[src/rtl/dr_tx_arbiter_pkg.sv]
// Shared definitions for the dual-rail transmit arbiter.
// Holds the handshake FSM state encoding, the dual-rail pair constants
// (NULL / true / false) and a helper that maps one data bit onto its pair.
package dr_tx_arbiter_pkg;

  // Four-phase handshake states seen from the sender side.
  typedef enum logic [1:0] {
    S_IDLE = 2'd0,
    S_DATA = 2'd1,
    S_NULL = 2'd2,
    S_ERR  = 2'd3
  } tx_state_t;

  // Pair layout is {true rail, false rail}; 2'b11 is never legal.
  localparam logic [1:0] DR_PAIR_NULL  = 2'b00;
  localparam logic [1:0] DR_PAIR_TRUE  = 2'b10;
  localparam logic [1:0] DR_PAIR_FALSE = 2'b01;

  function automatic logic [1:0] dr_encode_bit(input logic b);
    return b ? DR_PAIR_TRUE : DR_PAIR_FALSE;
  endfunction

endpackage

[src/rtl/dr_tx_arbiter_sync_ff.sv]
// sync_ff: plain flip-flop chain that brings an asynchronous level into the
// clk domain.
//   clk  - sampling clock
//   rst  - asynchronous active-high reset, clears every stage
//   d    - asynchronous input level
//   q    - synchronized level, DEPTH clocks behind d
module sync_ff #(
  parameter int DEPTH = 2
) (
  input  logic clk,
  input  logic rst,
  input  logic d,
  output logic q
);

  logic [DEPTH-1:0] stages;

  // Shift d through the chain; the loop form keeps DEPTH == 1 legal.
  always_ff @(posedge clk or posedge rst) begin
    if (rst) begin
      stages <= '0;
    end else begin
      stages[0] <= d;
      for (int i = 1; i < DEPTH; i++) begin
        stages[i] <= stages[i-1];
      end
    end
  end

  assign q = stages[DEPTH-1];

endmodule

[src/rtl/dr_tx_arbiter.sv]
// dr_tx_arbiter: round-robin arbiter between two word requesters that drives
// the winning word as a dual-rail token into an asynchronous pipeline using a
// four-phase (data / NULL) handshake, with a per-phase timeout.
//   clk, rst                    - clock, asynchronous active-high reset
//   req0_valid/data/ready       - requester 0 word handshake (ready is combinational)
//   req1_valid/data/ready       - requester 1 word handshake
//   dr_data                     - registered dual-rail token, pair i = {true, false} at [2i+1:2i]
//   dr_ack                      - asynchronous ack from the first pipeline stage
//   busy                        - a handshake (or error recovery) is in progress
//   owner                       - requester of the current / last token
//   timeout_err, err_clr        - sticky timeout flag and its clear
module dr_tx_arbiter
  import dr_tx_arbiter_pkg::*;
#(
  parameter int WIDTH       = 8,
  parameter int SYNC_STAGES = 2,
  parameter int TIMEOUT     = 255
) (
  input  logic               clk,
  input  logic               rst,
  input  logic               req0_valid,
  input  logic [WIDTH-1:0]   req0_data,
  output logic               req0_ready,
  input  logic               req1_valid,
  input  logic [WIDTH-1:0]   req1_data,
  output logic               req1_ready,
  output logic [2*WIDTH-1:0] dr_data,
  input  logic               dr_ack,
  output logic               busy,
  output logic               owner,
  output logic               timeout_err,
  input  logic               err_clr
);

  localparam int CNT_W = (TIMEOUT < 2) ? 1 : $clog2(TIMEOUT + 1);
  localparam logic [CNT_W-1:0] CNT_LAST = CNT_W'(TIMEOUT - 1);
  localparam int WARM_W = $clog2(SYNC_STAGES + 1);
  localparam logic [WARM_W-1:0] WARM_DONE = WARM_W'(SYNC_STAGES);

  tx_state_t          state;
  logic [CNT_W-1:0]   wait_cnt;
  logic [WARM_W-1:0]  warm_cnt;
  logic               last_grant;
  logic               ack_s;
  logic               grant;
  logic               offer;
  logic               accept;
  logic [WIDTH-1:0]   sel_data;
  logic [2*WIDTH-1:0] code;

  sync_ff #(.DEPTH(SYNC_STAGES)) u_ack_sync (
    .clk (clk),
    .rst (rst),
    .d   (dr_ack),
    .q   (ack_s)
  );

  // The synchronizer resets to 0, which would look like "ack low" while the
  // stage may still be holding ack high from before reset. Hold off offering
  // until the chain has refilled with real samples of dr_ack.
  always_ff @(posedge clk or posedge rst) begin
    if (rst) begin
      warm_cnt <= '0;
    end else if (warm_cnt != WARM_DONE) begin
      warm_cnt <= warm_cnt + 1'b1;
    end
  end

  // Round robin: a lone requester wins outright, a contest goes to whoever
  // did not win last time.
  always_comb begin
    grant = 1'b0;
    if (req0_valid && req1_valid) begin
      grant = ~last_grant;
    end else if (req1_valid) begin
      grant = 1'b1;
    end
  end

  assign offer = (state == S_IDLE) && !ack_s && (warm_cnt == WARM_DONE) &&
                 !rst && (req0_valid || req1_valid);
  assign req0_ready = offer && !grant;
  assign req1_ready = offer && grant;
  assign accept     = (req0_valid && req0_ready) || (req1_valid && req1_ready);
  assign sel_data   = grant ? req1_data : req0_data;

  // Dual-rail encoding of the winning word, one pair per data bit.
  always_comb begin
    code = '0;
    for (int i = 0; i < WIDTH; i++) begin
      code[2*i +: 2] = dr_encode_bit(sel_data[i]);
    end
  end

  // Handshake FSM. dr_data only ever moves between NULL and a full codeword,
  // and the wait counter is restarted on every phase entry.
  always_ff @(posedge clk or posedge rst) begin
    if (rst) begin
      state       <= S_IDLE;
      dr_data     <= '0;
      owner       <= 1'b0;
      last_grant  <= 1'b1;
      timeout_err <= 1'b0;
      wait_cnt    <= '0;
    end else begin
      case (state)
        S_IDLE: begin
          if (accept) begin
            dr_data    <= code;
            owner      <= grant;
            last_grant <= grant;
            wait_cnt   <= '0;
            state      <= S_DATA;
          end
        end
        S_DATA: begin
          if (ack_s) begin
            dr_data  <= '0;
            wait_cnt <= '0;
            state    <= S_NULL;
          end else if (wait_cnt == CNT_LAST) begin
            dr_data     <= '0;
            timeout_err <= 1'b1;
            state       <= S_ERR;
          end else begin
            wait_cnt <= wait_cnt + 1'b1;
          end
        end
        S_NULL: begin
          if (!ack_s) begin
            state <= S_IDLE;
          end else if (wait_cnt == CNT_LAST) begin
            timeout_err <= 1'b1;
            state       <= S_ERR;
          end else begin
            wait_cnt <= wait_cnt + 1'b1;
          end
        end
        S_ERR: begin
          if (err_clr) begin
            timeout_err <= 1'b0;
            wait_cnt    <= '0;
            state       <= S_NULL;
          end
        end
        default: state <= S_IDLE;
      endcase
    end
  end

  assign busy = (state != S_IDLE);

endmodule

[config.mk]
export PLATFORM = sky130hd
export DESIGN_NAME = dr_tx_arbiter
export DESIGN_NICKNAME = d
export VERILOG_FILES = /design/src/rtl/dr_tx_arbiter_pkg.sv /design/src/rtl/dr_tx_arbiter_sync_ff.sv /design/src/rtl/dr_tx_arbiter.sv
export SDC_FILE = /design/constraint.sdc
export NUM_CORES = 1
export LEC_CHECK = 0
export CAP_MARGIN = 5
export CORE_UTILIZATION = 40
export CTS_BUF_LIST = sky130_fd_sc_hd__clkbuf_2
export CTS_CLUSTER_SIZE = 28
export DETAILED_ROUTE_END_ITERATION = 8
export GPL_ROUTABILITY_DRIVEN = 0
export PLACE_DENSITY = 0.7
export REMOVE_ABC_BUFFERS = 1
export SLEW_MARGIN = 40
export SYNTH_ARGS = -nofsm -noshare
export SYNTH_HDL_FRONTEND = slang
export SYNTH_HIERARCHICAL = 1
export SYNTH_SLANG_ARGS = --single-unit
[constraint.sdc]
create_clock -name clk -period 1.86 [get_ports clk]
set_input_delay 0.186 -clock clk [delete_from_list [all_inputs] [get_ports clk]]
set_output_delay 0.186 -clock clk [all_outputs]
set_load 0.02 [all_outputs]
==> flow_summary.json, run 1 <==
{
  "status": "finished, final reports clean",
  "finalInstanceArea_um2": 2400,
  "r2r-end": "wait_cnt[1]",
  "finalNonFillerCells": 266,
  "hold_class": "in2async",
  "async_flop_share_pct": 100,
  "power.total_uw": 3170,
  "drt_wl_total_um": 4210,
  "synth.area.top_cells": "dfrtp_1 (47%), ha_1 (5.8%), mux2i_1 (4.7%)",
  "drc": 0,
  "cts_setup_buffers": 0,
  "dr.pass1.iters": 4,
  "min_period_over_period_pct": 97.0,
  "fp-row-count": 23,
  "yosysWarnings": 6,
  "final_cell_mix": "clkdlybuf4s50_1 (39), dfrtp_1 (32), buf_4 (16)",
  "synth_top_area_share_pct": 46.7,
  "synth-edff-count": 0,
  "leakagePower_uw": 0.00107,
  "avgSynthCellArea_um2": 11.2,
  "clkSlewWorstSetupHoldPaths_ns": 0.17,
  "finalMaxSlewViolations": 0,
  "ioPinCount": 43,
  "final_antenna_net_count": 0,
  "grt_pass1_vias": 1489,
  "tightest_slew_ns": 0.545,
  "fp.dieW_um": 67.5,
  "synth_area_um2": 1720,
  "fillers": 335,
  "fin_skew_ns": 0.0106,
  "place_ws_ns": -0.100,
  "clk_root_buffer_cell": "clkbuf_2",
  "cts_htree_levels": 2,
  "start_kind": "flop",
  "fp.dieH_um": 67.5,
  "r2r_cells": 6,
  "clock-sinks": 33,
  "ff2ff_setup_slack_ns": 0.06,
  "rsz0062_at_grt": "true",
  "yosysSeqAreaShare_pct": 48.2,
  "dpl-instance-area_um2": 2300,
  "vias": 1506,
  "crit_arrival_ns": 2.08,
  "clk_latency_ns": 0.38,
  "dp_hpwl_um": 2960,
  "syn_inst": 153,
  "grt_first_pass_wirelength_um": 6560,
  "max-cap-violations": 0,
  "path_max_fanout": 5,
  "fmax_mhz": 554,
  "slew_headroom_pct": 63.6,
  "syn_to_final_growth_pct": 39.8,
  "cp.required_ns": 2.13,
  "synthFlopType": "dfrtp_1",
  "layout-drive-gt1-share_pct": 20.8,
  "final_common_cell": "clkdlybuf4s50_1",
  "hold_viol_final": 0,
  "synth.distinct_cells": 47,
  "synth_top_area_cell": "dfrtp_1",
  "crit_type": "reg2reg",
  "fin_ws_ns": 0.0550,
  "cts_tree": "done",
  "finalCriticalPeriod_ns": 1.80,
  "setup_viol": 0,
  "hold_slack_ns": 0.196,
  "antenna_cells": 0,
  "drt_iter0_markers": 47,
  "core_region_area_um2": 4060,
  "powerDensity_nw_per_um2": 1320,
  "viasPerCell": 5.66,
  "end_kind": "flop",
  "nets": 245,
  "place_inst": 256,
  "ys_ff_latch": 33,
  "clock_path_buffers": 2,
  "cts_buffers": 5,
  "rr_startpoint": "state[0]",
  "antenna_found_initial": 0,
  "wl_per_cell_um": 15.8,
  "port_buffers": 42,
  "grt_max_degree": 20,
  "grtUsageTotal_pct": 19.5,
  "startpoint": "state[0]",
  "irDropWorstVdd_mv": 0.730,
  "crit_end": "wait_cnt[1]",
  "die_area_um2": 4550,
  "grt-ovfl-total": 0,
  "start_util_pct": 42.3
}
## metrics by stage
step / setup TNS, ns / utilization (%)
after floorplan: 0 / -
after global placement: -0.0575 / 56.6
after detailed placement: -0.116 / 56.6
after CTS: 0 / 57.8
after global routing: -0.0639 / 59.1
final: 0 / 59.1
## report_power, final
group	total, uW	switching, uW	internal [uW]
combinational	1820	971	849
sequential	1020	114	904
clock	329	247	82.2
## registers in the layout, summed over array words and instances, names as in the netlist
register	flops
dr_data	16
wait_cnt	8
state	2
u_ack_sync/stages	2
warm_cnt	2
last_grant	1
owner	1
timeout_err	1
## synth_stat cells (2+ instances only)
cell type and instances:
nor2_1 6, o21ai_0 4, o2bb2ai_1 8, a211oi_1 2, a31o_1 2, ha_1 8
nand4_1 2, buf_6 2, and3_2 3, a31oi_1 7, nand3_1 3, a21oi_1 8
clkbuf_1 2, nand2_1 4, inv_1 9, a21o_1 4, o211ai_1 3, mux2i_1 8
a22o_1 9, dfrtp_1 32
## logic make-up (layout without fill, tap and decap cells)
group	Yosys count	count (layout)	synth area share [%]
AOI/OAI and AO/OA	58	59	25.7
DFF	33	33	48.2
buffers and inverters	15	77	4.23
xor gates and xnor gates	1	1	0.511
and+or+nand+nor	29	29	10.2
adders and majority gates	8	8	5.84
muxes	9	9	5.32
## layer usage
layer | track usage (%) | up-vias | routed length (um)
li1 | - | 711 | -
met3 | 5.74 | 8 | 295
met2 | 33.0 | 48 | 2000
met4 | 7.98 | 0 | 79
met1 | 22.9 | 739 | 1840
met5 | 0 | - | 0
## final cells by class
class,count,area [um^2],share of cell area (%)
Multi-Input combinational cell,106,871,36.3
Sequential cell,33,827,34.5
Timing Repair Buffer,59,562,23.4
Tap cell,50,62.6,2.61
Inverter,10,37.5,1.57
Clock buffer,5,25.0,1.04
Clock inverter,3,12.5,0.522
## critical path, cell delays in order, from the launching register on
cell and delay, ns:
dfrtp_1 0.45, inv_1 0.08, buf_4 0.15, ha_1 0.27
a21boi_2 0.22, and2_1 0.21, mux2_1 0.33
## worst min path at each step
stage,startpoint,endpoint,slack [ns],cells past startpoint
after floorplan,rst,u_ack_sync/stages[0],-0.07,1
after global placement,u_ack_sync/stages[0],u_ack_sync/stages[1],0.34,0
after detailed placement,u_ack_sync/stages[0],u_ack_sync/stages[1],0.35,0
after CTS,rst,dr_data[3],0.20,2
after global routing,dr_ack,u_ack_sync/stages[0],0.21,1
final,rst,dr_data[3],0.20,2
## what timing repair did
action,in CTS,in global routing
endpoints found under the hold margin,2,0
pin swaps,0,2
hold buffers,1,0
cloned,0,1
resized for setup,13,10
endpoints found under the setup margin,3,22
No activity file was read; power rests on OpenSTA's default activity.
==> run 2, diff against run 1 <==
--- a/config.mk
+++ b/config.mk
@@ -5,13 +5,14 @@
 export SDC_FILE = /design/constraint.sdc
 export NUM_CORES = 1
 export LEC_CHECK = 0
+export ABC_AREA = 1
 export CAP_MARGIN = 5
 export CORE_UTILIZATION = 40
 export CTS_BUF_LIST = sky130_fd_sc_hd__clkbuf_2
 export CTS_CLUSTER_SIZE = 28
 export DETAILED_ROUTE_END_ITERATION = 8
 export GPL_ROUTABILITY_DRIVEN = 0
-export PLACE_DENSITY = 0.7
+export PLACE_DENSITY = 0.68
 export REMOVE_ABC_BUFFERS = 1
 export SLEW_MARGIN = 40
 export SYNTH_ARGS = -nofsm -noshare
==> run 2 against run 1 <==
  * Wire length decreased by 2.5%
  * Critical path depth is 3 higher
  * Setup slack better by 0.089 ns
  * Synthesized cell count is 70% higher
  * Non-clock buffer count down 3
  * Combinational power about the same
  * Worst hold slack improved by 0.013 ns
  * Core utilization is 1.4 points lower
  * Critical path type is now reg2out
  * Largest cell class unchanged
  * Largest power group unchanged
==> flow_summary.json, run 2 <==
{
  "path_max_fanout": 3,
  "dr.pass1.iters": 4,
  "cellInternalPower_uw": 2050,
  "finalCriticalPeriod_ns": 1.72,
  "grt.met3_usage_pct": 5.20,
  "nets": 349,
  "vias": 1734,
  "slew_headroom_pct": 73.1,
  "fmax_mhz": 583,
  "clock-sinks": 33,
  "irDropWorstVdd_mv": 0.661,
  "swShare_pct": 40.6,
  "max-cap-violations": 0,
  "cp.required_ns": 1.67,
  "use_met1_pct": 23.0,
  "fin_skew_ns": 0.0236,
  "largest_reg_flops": 16,
  "grt_max_degree": 32,
  "hold_viol_final": 0,
  "final_cell_mix": "nand2_1 (105), clkdlybuf4s50_1 (39), inv_1 (34)",
  "rr_startpoint": "state[1]",
  "final_common_cell": "nand2_1",
  "clk_root_buffer_cell": "clkbuf_2",
  "synthFlopType": "dfrtp_1",
  "layout-drive-gt1-share_pct": 15.6,
  "startpoint": "state[1]",
  "wl_per_cell_um": 11.0,
  "drt_wl_total_um": 4110,
  "clk_latency_ns": 0.38,
  "async_flop_share_pct": 100,
  "yosysWarnings": 6,
  "die_area_um2": 5100,
  "final_antenna_net_count": 0,
  "synth_top_area_share_pct": 41.6,
  "pwr-share-seq_pct": 29.9,
  "grt_pass1_vias": 1689,
  "grt_first_pass_wirelength_um": 7250,
  "ys_ff_latch": 33,
  "synth.distinct_cells": 27,
  "start_util_pct": 42.8,
  "crit_type": "reg2out",
  "syn_inst": 260,
  "fin_ws_ns": 0.144,
  "tightest_slew_ns": 0.403,
  "powerDensity_nw_per_um2": 1330,
  "avgSynthCellArea_um2": 7.41,
  "status": "finished, final reports clean",
  "crit_arrival_ns": 1.53,
  "synthTopCellsByCount": "nand2_1 (106), inv_1 (36), dfrtp_1 (32)",
  "drt_iter0_markers": 73,
  "grt-ovfl-total": 0,
  "leakagePower_uw": 0.00138,
  "synth_top_area_cell": "dfrtp_1",
  "ioPinCount": 43,
  "fp.dieH_um": 71.4,
  "reg_top3": "dr_data (16), wait_cnt (8)",
  "finalMaxSlewViolations": 0,
  "synth.most_common_cell": "nand2_1",
  "largest_register": "dr_data",
  "tns_ns": 0,
  "cts_htree_levels": 2,
  "rsz0062_at_grt": "false",
  "antenna_found_initial": 0,
  "viasPerCell": 4.66,
  "clkSlewWorstSetupHoldPaths_ns": 0.19,
  "p_comb_share_pct": 52.2,
  "grt_util_met2_pct": 29.9,
  "syn_to_final_growth_pct": 34.9,
  "finalNonFillerCells": 372,
  "start_kind": "flop",
  "busiest_layer": "met2",
  "drc": 0,
  "core_region_area_um2": 4500,
  "port_buffers": 42,
  "clock_path_buffers": 2,
  "grtUsageTotal_pct": 18.2,
  "cts_tree": "done",
  "synth.area.top_cells": "dfrtp_1 (42%), nand2_1 (21%), inv_1 (7.0%)",
  "clkPwrFrac_pct": 17.9,
  "hold_class": "in2async",
  "synth-edff-count": 0,
  "min_period_over_period_pct": 92.3,
  "fp-row-count": 24,
  "synth_area_um2": 1930,
  "end_kind": "output port",
  "power.total_uw": 3450,
  "yosysSeqAreaShare_pct": 42.9,
  "fp.dieW_um": 71.4,
  "place_ws_ns": 0.0222,
  "cts_buffers": 5,
  "antenna_cells": 0,
  "setup_viol": 0,
  "p_sw_uw": 1400,
  "dp_hpwl_um": 3040,
  "place_inst": 362
}
==> run 2: changes by cell type in the layout (fill, tap and decap cells not counted), sizes merged, moves of 9 or more <==
cell	change
nand2	+110
a22o	-9
o21ai	+22
inv	+27
nor2	+10
==> run 2: kinds of logic after synthesis <==
group	synth area share [%]
AO/OA/AOI/OAI	9.23
adder cells (fa/ha/maj)	5.20
flip-flops	43.0
buffers and inverters	9.23
XOR/XNOR	1.82
AND/OR/NAND/NOR	31.6
==> run 2: critical path: stages (launching register included) <==
cell and delay [ns]:
dfrtp_1 0.43, inv_2 0.08, ha_4 0.13, nand2_1 0.05, inv_1 0.06, nand3_2 0.10, inv_2 0.06, nand2_2 0.05
inv_1 0.05, buf_4 0.13
==> run 2: power by group through the flow <==
stage / Sequential [uW] / Combinational [uW] / Clock, uW
floorplan: 1220 / 827 / 0
global route: 1060 / 2000 / 664
detailed placement: 1040 / 1760 / 0
CTS: 1030 / 1760 / 637
global placement: 1040 / 1740 / 0
finish: 1030 / 1800 / 617
==> run 2: routing by layer <==
metal  share of wire (%)  wire [um]  vias to the layer above
li1                    -          -                      908
met1                  47       1920                      781
met2                  47       1920                       41
met3                 5.7        234                        4
met4                0.88         36                        0
met5                   0          0                        -
==> run 2: path summary, 6_finish.rpt <==
kind | to | slack, ns | cells past startpoint
setup / recovery | req1_ready | 0.14 | 9
hold / removal | dr_data[13] | 0.21 | 3
setup reg to reg | dr_data[4] | 0.19 | 9
hold reg to reg | u_ack_sync/stages[1] | 0.37 | 0
max in group asynchronous | u_ack_sync/stages[1] | 1.21 | 3
min in group clk | u_ack_sync/stages[0] | 0.25 | 1
==> run 2: area by class of cell <==
type | count | area [um^2]
fillers | 441 | 1910
multi-input cells | 185 | 941
repair buffers | 56 | 532
inverters | 38 | 143
clock buffers | 5 | 25.0
well taps | 52 | 65.1
clock inverters | 3 | 65.1
flip-flops and latches | 33 | 827
==> run 2: per-stage QoR <==
stage / area (um^2) / util [%] / hold slack, ns
floorplan: 1890 / - / -0.0728
finish: 2600 / 57.7 / 0.209
CTS: 2570 / 57.1 / 0.196
global route: 2600 / 57.7 / 0.209
global placement: 2480 / 55.0 / 0.336
detailed placement: 2480 / 55.0 / 0.340
==> run 2: what timing repair did <==
| action | in CTS | in global routing |
|---|---|---|
| pin swaps | 0 | 2 |
| hold buffers | 1 | 0 |
| endpoints found under the setup margin | 3 | 9 |
| buffers inserted | 0 | 1 |
| hold endpoints to repair | 2 | 0 |
| gates resized for setup | 8 | 8 |
==> run 3, diff against run 2 <==
==> constraint.sdc (replaced) <==
create_clock -name clk -period 1.86 [get_ports clk]
set_input_delay 0.558 -clock clk [delete_from_list [all_inputs] [get_ports clk]]
set_output_delay 0.558 -clock clk [all_outputs]
set_load 0.02 [all_outputs]
==> run 3 against run 2 <==
  * The flow now finishes with violations (setup timing)
  * Power decreased by 2.3%
  * Setup slack worse by 0.43 ns
  * First-iteration DRC count is 18% lower
  * Sequential power hardly changed
  * Die area unchanged
  * Final cell count grew 3.2%
  * Combinational power grew 3%
  * Clock skew decreased by 0.0042 ns
  * Fmax decreased by 20%
  * Largest power group unchanged
==> flow_summary.json, run 3 (same netlist as run 2, synthesis figures left out) <==
{
  "fillers": 414,
  "antenna_cells": 0,
  "dpl-instance-area_um2": 2560,
  "die_area_um2": 5100,
  "tightest_slew_ns": 0.272,
  "nets": 361,
  "reg_top3": "dr_data (16), wait_cnt (8)",
  "end_kind": "output port",
  "drt_iter0_markers": 60,
  "final_cell_mix": "nand2_1 (103), dfrtp_1 (32), inv_1 (29)",
  "fmax_mhz": 465,
  "slowest_stage": "clkdlybuf4s50_1",
  "largest_register": "dr_data",
  "cts_htree_levels": 2,
  "finalMaxSlewViolations": 0,
  "cp.required_ns": 1.30,
  "cts_tree": "done",
  "grt_pass1_vias": 1622,
  "setup_viol": 3,
  "min_period_over_period_pct": 116,
  "crit_arrival_ns": 1.59,
  "drt_wl_total_um": 4160,
  "slew_headroom_pct": 81.7,
  "fin_ws_ns": -0.291,
  "antenna_found_initial": 0,
  "fp-row-count": 24,
  "grt_first_pass_wirelength_um": 6980,
  "cpMostUsedCell": "nor2_2",
  "clk_latency_ns": 0.37,
  "worst_path_largest_cell_delay_ns": 0.46,
  "finalInstanceArea_um2": 2690,
  "finalCriticalPeriod_ns": 2.15,
  "start_kind": "input pin",
  "violations": "setup timing",
  "critPathTopFamily": "buffers and inverters",
  "seqCellArea_um2": 827,
  "fin_skew_ns": 0.0193,
  "syn_to_final_growth_pct": 39.7,
  "drc": 0,
  "layout-drive-gt1-share_pct": 22.0,
  "viasPerCell": 4.65,
  "clk_root_buffer_cell": "clkbuf_2",
  "grt-ovfl-total": 0,
  "tns_ns": -0.642,
  "path_buf_inv": 2,
  "ioPinCount": 43,
  "clkSlewWorstSetupHoldPaths_ns": 0.18,
  "cts_buffers": 5,
  "final_common_cell": "nand2_1",
  "largest_reg_flops": 16,
  "clock-sinks": 33,
  "dp_hpwl_um": 3060,
  "grtUsageTotal_pct": 17.4,
  "start_util_pct": 42.8,
  "path_cells": "clkdlybuf4s50_1 -> nor2_2 -> nand3_4 -> nor2_2 -> buf_6",
  "fp.dieW_um": 71.4,
  "path_max_fanout": 3,
  "rsz0062_at_grt": "true",
  "hold_viol_final": 0,
  "clock_path_buffers": 2,
  "fp.dieH_um": 71.4,
  "port_buffers": 42,
  "dr.pass1.iters": 4,
  "max-cap-violations": 0,
  "core_region_area_um2": 4500,
  "grt_max_degree": 32,
  "multi_input_area_um2": 966,
  "powerDensity_nw_per_um2": 1250,
  "vias": 1787,
  "final_antenna_net_count": 0,
  "wl_per_cell_um": 10.8,
  "place_inst": 371,
  "finalNonFillerCells": 384,
  "status": "finished with violations",
  "irDropWorstVdd_mv": 0.708,
  "leakagePower_uw": 0.00149,
  "post-route-util_pct": 59.7,
  "crit_type": "in2out",
  "hold_buffers": 0,
  "hold_class": "in2async"
}
run 3: changes by cell type in the layout (fill, tap and decap cells not counted), moves of 3 or more:
| cell | before | now |
|---|---|---|
| buf_4 | 13 | 23 |
| buf_6 | 0 | 4 |
| clkdlybuf4s50_1 | 39 | 21 |
| dlygate4sd2_1 | 1 | 18 |
| inv_1 | 34 | 29 |
| inv_2 | 3 | 8 |
| nor2_2 | 1 | 4 |
run 3: report_power, final:
group          switching (uW)  internal (uW)  leakage [uW]  total [uW]
Clock                     253            229     0.0000406         483
Sequential                106            915      0.000426        1020
Combinational            1060            808       0.00102        1860
Total                    1420           1950       0.00149        3370
run 3: final timing paths:
kind                                           start                   end  slack (ns)  cells after the start
worst max-delay path                             rst            req0_ready       -0.29                      5
worst min-delay path                             rst  u_ack_sync/stages[0]        0.38                      2
worst max register to register              state[1]            dr_data[8]        0.09                     12
worst min register to register  u_ack_sync/stages[0]  u_ack_sync/stages[1]        0.38                      0
max in group asynchronous                        rst            last_grant        1.05                      3
min in group clk                u_ack_sync/stages[0]  u_ack_sync/stages[1]        0.38                      0
run 3: timing repair:
| item | CTS | global route |
|---|---|---|
| pin swaps | 4 | 3 |
| resized for setup | 40 | 16 |
| endpoints found under the setup margin | 21 | 15 |
| setup buffers | 6 | 2 |
run 3: layout make-up:
class | instances | area share [%]
clock buffers | 6 | 1.12
repair buffers | 68 | 23.3
inverters | 38 | 5.30
flip-flops and latches | 33 | 30.7
well taps | 52 | 2.42
clock inverters | 2 | 1.26
multi-input cells | 185 | 35.9
run 3: layer usage:
metal | vias to the layer above | track usage (%) | part of all wire, %
li1 | 937 | - | -
met1 | 812 | 22.2 | 47
met2 | 34 | 27.5 | 47
met3 | 4 | 6.89 | 5.8
met4 | 0 | 5.11 | 0.77
met5 | - | 0 | 0
run 3: worst reg2reg max path: stages (launching register included):
cell	delay, ns
dfrtp_1	0.43
inv_2	0.09
ha_4	0.14
nand2_2	0.05
inv_2	0.06
nand3_4	0.09
buf_4	0.14
buf_4	0.13
o21ai_1	0.14
nand2_4	0.10
buf_4	0.18
nand2_1	0.07
o21ai_2	0.05
run 3: metrics by stage:
stage / power [uW] / hold slack, ns / setup slack, ns
finish: 3370 / 0.377 / -0.291
global route: 3640 / 0.378 / -0.333
CTS: 3360 / 0.342 / -0.245
detailed placement: 2900 / 0.339 / -0.688
global placement: 2880 / 0.336 / -0.662
floorplan: 2050 / 0.299 / 0.0243
